$ cat src/rtl/timer_peripheral_if.sv
// timer_peripheral_if: CPU MEM-stage data bus between the CPU and a memory-mapped responder.
interface timer_peripheral_if;
    logic [31:0] Address;
    logic [31:0] Write_data;
    logic        MemRead;
    logic        MemWrite;
    logic [31:0] Read_data;
    logic        Hit;
    modport master (output Address, Write_data, MemRead, MemWrite, input Read_data, Hit);
    modport slave  (input Address, Write_data, MemRead, MemWrite, output Read_data, Hit);
endinterface

$ cat src/rtl/timer_peripheral.sv
// timer_peripheral: bus-mapped interval timer with IRQ, LED and 7-segment registers.
// Define TIMER_SYSTICK_EN to add the free-running SYSTICK counter at word 5.
module timer_peripheral #(
    parameter logic [31:0] BASE_ADDR = 32'h4000_0000,
    parameter int unsigned PRESCALE  = 1
) (
    input  logic               clk,
    input  logic               reset,
    timer_peripheral_if.slave  bus,
    output logic               IRQ,
    output logic [7:0]         leds,
    output logic [11:0]        digits
);
    localparam logic [15:0] PLAST = 16'(PRESCALE - 1);
    logic [31:0] th, tl, systick, rd;
    logic [15:0] pcnt;
    logic [2:0]  tcon, sel;
    logic        wr, tick, ovf, set_ovf, unused;
    assign unused  = ^bus.Address[1:0];
    assign sel     = bus.Address[4:2];
    assign bus.Hit = bus.Address[31:5] == BASE_ADDR[31:5];
    assign wr      = bus.MemWrite & bus.Hit;
    assign tick    = tcon[0] & (pcnt == PLAST);
    // A TL write in a tick cycle swallows the tick, so no overflow either
    assign ovf     = tick & (tl == 32'hFFFF_FFFF) & ~(wr & sel == 3'd1);
    assign set_ovf = ovf & tcon[1];
    assign IRQ     = tcon[1] & tcon[2];
    always_comb begin
        rd = '0;
        case (sel)
            3'd0: rd = th;
            3'd1: rd = tl;
            3'd2: rd = {29'b0, tcon};
            3'd3: rd = {24'b0, leds};
            3'd4: rd = {20'b0, digits};
            3'd5: rd = systick;
            default: rd = '0;
        endcase
    end
    assign bus.Read_data = (bus.MemRead & bus.Hit) ? rd : 32'h0;
    always_ff @(posedge clk) begin
        if (reset) begin
            th     <= '0;
            tl     <= '0;
            tcon   <= '0;
            leds   <= '0;
            digits <= '0;
            pcnt   <= '0;
        end else begin
            pcnt <= (~tcon[0] | tick | (wr & sel == 3'd2 & ~bus.Write_data[0])) ? 16'd0 : pcnt + 16'd1;
            if (wr & sel == 3'd0) th <= bus.Write_data;
            if (wr & sel == 3'd1) tl <= bus.Write_data;
            else if (tick) tl <= (tl == 32'hFFFF_FFFF) ? th : tl + 32'd1;
            if (wr & sel == 3'd2) tcon <= {bus.Write_data[2] | set_ovf, bus.Write_data[1:0]};
            else if (set_ovf) tcon[2] <= 1'b1;
            if (wr & sel == 3'd3) leds <= bus.Write_data[7:0];
            if (wr & sel == 3'd4) digits <= bus.Write_data[11:0];
        end
    end
`ifdef TIMER_SYSTICK_EN
    always_ff @(posedge clk) systick <= reset ? 32'h0 : systick + 32'd1;
`else
    assign systick = 32'h0;
`endif
endmodule

$ cat src/flat_wrapper.sv
// flat-port wrapper written by rule: the top's interface ports become plain ports
module timer_peripheral_flat 
#(
    parameter logic [31:0] BASE_ADDR = 32'h4000_0000,
    parameter int unsigned PRESCALE  = 1
)
  (clk, reset, IRQ, leds, digits, bus_Address, bus_Write_data, bus_MemRead, bus_MemWrite, bus_Read_data, bus_Hit);
  timer_peripheral_if bus_i ();
  input  logic clk;
  input  logic reset;
  output logic IRQ;
  output logic [7:0] leds;
  output logic [11:0] digits;
  input wire logic [$bits(bus_i.Address)-1:0] bus_Address;
  input wire logic [$bits(bus_i.Write_data)-1:0] bus_Write_data;
  input wire logic [$bits(bus_i.MemRead)-1:0] bus_MemRead;
  input wire logic [$bits(bus_i.MemWrite)-1:0] bus_MemWrite;
  output wire logic [$bits(bus_i.Read_data)-1:0] bus_Read_data;
  output wire logic [$bits(bus_i.Hit)-1:0] bus_Hit;
  assign bus_i.Address = bus_Address;
  assign bus_i.Write_data = bus_Write_data;
  assign bus_i.MemRead = bus_MemRead;
  assign bus_i.MemWrite = bus_MemWrite;
  assign bus_Read_data = bus_i.Read_data;
  assign bus_Hit = bus_i.Hit;
  timer_peripheral #(.BASE_ADDR(BASE_ADDR), .PRESCALE(PRESCALE)) u_core (.clk(clk), .reset(reset), .bus(bus_i), .IRQ(IRQ), .leds(leds), .digits(digits));
endmodule
$ cat config.mk
export PLATFORM = sky130hd
export DESIGN_NAME = timer_peripheral_flat
export DESIGN_NICKNAME = d
export VERILOG_FILES = /design/src/rtl/timer_peripheral_if.sv /design/src/rtl/timer_peripheral.sv /design/src/flat_wrapper.sv
export SDC_FILE = /design/constraint.sdc
export NUM_CORES = 1
export LEC_CHECK = 0
export ABC_CLOCK_PERIOD_IN_PS = 3800
export BUFFER_PORTS_ARGS = -buffer_cell sky130_fd_sc_hd__buf_2
export CORE_MARGIN = 3
export CORE_UTILIZATION = 40
export CTS_CLUSTER_DIAMETER = 100
export DETAILED_ROUTE_END_ITERATION = 12
export GPL_TIMING_DRIVEN = 0
export PLACE_DENSITY_LB_ADDON = 0.3
export SYNTH_ARGS = -nofsm -noshare
export SYNTH_HDL_FRONTEND = slang
export SYNTH_SLANG_ARGS = --single-unit
export TNS_END_PERCENT = 10
$ cat constraint.sdc
create_clock -name clk -period 3.8 [get_ports clk]
set_clock_uncertainty 0.1 [all_clocks]
set_input_delay 0.19 -clock clk [delete_from_list [all_inputs] [get_ports clk]]
set_output_delay 0.19 -clock clk [all_outputs]
set_load 0.05 [all_outputs]
==> impl_metrics.env <==
export IMPL_place_hpwl_um=14740
export IMPL_grt_setup_unrepaired="no"
export IMPL_hold_slack_ps=3.776
export IMPL_timing_rr_start="u_core.tl[0]"
export IMPL_drc_errors=0
export IMPL_cp_slowest_stage_delay_ps=680
export IMPL_ir_drop_uv=217.0
export IMPL_overflow=0
export IMPL_start_util_pct=41.56
export IMPL_path_cells="ha_1 -> nand4_1 -> nor4_4 -> nand3_2 -> a2111oi_0 -> a31o_2"
export IMPL_worst_pin_slew_ps=908.3
export IMPL_end_kind="flip-flop"
export IMPL_cts_buffers=9
export IMPL_synthFlopType="dfxtp_1"
export IMPL_cts_setup_buffers=0
export IMPL_dpl_worst_slack_ps=909.5
export IMPL_insertion_delay_ps=360
export IMPL_setup_viol_count_final=0
export IMPL_syn_num_nets=819
export IMPL_htreeDepth=3
export IMPL_final_nets=964
export IMPL_antenna_found_initial=0
export IMPL_die_area_um2=16190
export IMPL_stdcell_count=1077
export IMPL_fin_ws_ps=810.2
export IMPL_syn_area_um2=5881
export IMPL_layout_area_overhead_vs_synth_pct=21.40
export IMPL_yosys_area_top_type_share_pct=35.06
export IMPL_numPlacedInstances=1045
export IMPL_ys_seq_area_share_pct=35.06
export IMPL_postRouteAntennaNets=0
export IMPL_fin_setup_tns_ps=0
export IMPL_final_hold_viol_count=0
export IMPL_startpoint_type="flip-flop"
export IMPL_yosysWarningCount=0
export IMPL_cp_max_fo=10
export IMPL_rrSetupSlack_ps=810
export IMPL_period_share_pct=78.68
export IMPL_powerDensity_nw_per_um2=297.2
export IMPL_clk_pin_slew_ps=70
export IMPL_fmax_ghz=0.3345
export IMPL_required_ps=4000
export IMPL_cts_root_buffer="clkbuf_16"
export IMPL_grt_total_usage_pct=25.02
export IMPL_die_h_um=127.3
export IMPL_min_delay_start="bus_Write_data[9]"
export IMPL_diodes=0
export IMPL_synth_cell_types=70
export IMPL_place_area_um2=6691
export IMPL_period_needed_ps=2990
export IMPL_io_buffers=117
export IMPL_num_vias=6281
export IMPL_clockBufferDepth=2
export IMPL_ios=122
export IMPL_routed_wl_um=20290
export IMPL_drv_slew=0
export IMPL_routedWlPerCell_um=18.84
export IMPL_synth_edff_count=0
export IMPL_drtPass1Iterations=5
export IMPL_critical_path_startpoint="u_core.tl[0]"
export IMPL_arrival_ps=3190
export IMPL_synth_most_common_cell="nor2_1"
export IMPL_slew_headroom_pct=38.98
export IMPL_status="completed"
export IMPL_p_leak_nw=2.720
export IMPL_synth_common_cells="nor2_1 (107), nand2_1 (104), dfxtp_1 (103)"
export IMPL_yosys_top_cells_area="dfxtp_1 (35%), nor2_1 (6.8%), nand2_1 (6.6%), mux2i_1 (5.8%), a21oi_1 (5.4%)"
export IMPL_cts_tree="done"
export IMPL_drv_cap=0
export IMPL_drive_gt1_share_pct=20.18
export IMPL_synthArstFlopShare_pct=0
export IMPL_synth_seq_cells=103
export IMPL_first_iter_violations=600
export IMPL_grt_max_degree=15
export IMPL_vias_per_cell=5.832
export IMPL_grt_pass1_vias=5976
export IMPL_place_congestion=0.9278
export IMPL_rows=43
export IMPL_design_area_um2=7139
export IMPL_critPathKind="flip-flop to flip-flop"
export IMPL_clkSinkCount=103
export IMPL_hold_path_class="primary input to flip-flop"
export IMPL_cp_slowest_cell="a2111oi_0"
export IMPL_syn_avg_cell_area_um2=7.862
export IMPL_die_x_um=127.3
export IMPL_synthCells=748
export IMPL_synth_largest_area_cell="dfxtp_1"
export IMPL_grt_pass1_wl_um=32000
export IMPL_core_um2=14150
## cells in the final DEF, fill, tap and decap left out, drive strengths merged, types with 4 or more instances in the layout
cell and count:
buf 138, nor2 107, nand2 105, dfxtp 103, a21oi 67, clkbuf 53, mux2i 34, nand3 29
a22oi 26, nor3 18, dlygate4sd3 17, nand4 17, and3 17, xor2 16, nor4 14, and4 13
a211oi 12, and2 11, o21ai 10, xnor2 8, inv 7, a31oi 7, a41oi 5, o211ai 5
a21o 5, o32ai 5, a311oi 4
## state kept, by name, summed over array words and instances (netlist names)
register,cells
u_core.th,32
u_core.tl,32
u_core.leds,8
u_core.digits,12
u_core.tcon,3
u_core.pcnt,16
## metrics by stage
step / util [%] / power, W
2_1_floorplan: - / 0.001156
3_3_place_gp: 47.29 / 0.001226
3_5_place_dp: 47.29 / 0.001227
4_1_cts: 50.46 / 0.002126
5_1_grt: 50.46 / 0.002173
6_report: 50.46 / 0.002122
## worst paths after layout
check                                 endpoint  cells past startpoint
worst min register to register  u_core.pcnt[0]                      1
worst max-delay path             u_core.tl[27]                      6
worst min-delay path              u_core.th[9]                      3
worst max register to register   u_core.tl[27]                      6
## worst max-delay path, delay by kind of cell, from the launching register on
family / cells / cell delay (ps)
AND/OR/NAND/NOR: 3 / 1150
AO/OA/AOI/OAI: 2 / 880
flip-flops: 1 / 450
adder cells (fa/ha/maj): 1 / 340
## cells by family after synthesis
kind of cell	count (synthesis)	synth area share, %
xor+xnor	24	3.574
fa+ha+maj	3	0.6384
buf+inv	66	5.596
compound gates	167	19.26
mux	36	6.170
flops	103	35.06
simple gates	349	29.70
## final cells by class
cell class	count	area [um^2]
repair buffers	134	755.7
fillers	1443	7010
multi-input cells	579	3490
well taps	180	225.2
inverters	7	26.28
flip-flops and latches	103	2062
clock buffers	15	277.8
plain buffers	59	302.8
## power by group
part           total [W]  switching, W  internal [W]  leakage, nW
combinational   0.000134     0.0000812     0.0000531         1.76
clock           0.000905      0.000408      0.000496        0.136
sequential       0.00108    0.00000186       0.00108        0.829
total            0.00212      0.000492       0.00163         2.72
## timing repair
action	CTS	global route
endpoints found under the hold margin	21	0
hold buffers	17	0
resized for setup	0	0
## layer usage
layer | GRT usage, % | vias to the layer above | wire, um
met5 | 0 | - | 0
met4 | 9.653 | 0 | 470
met3 | 4.473 | 39 | 1787
met2 | 40.66 | 318 | 9217
met1 | 33.16 | 2925 | 8819
li1 | - | 2999 | -
(Power assumes the default switching activity.)
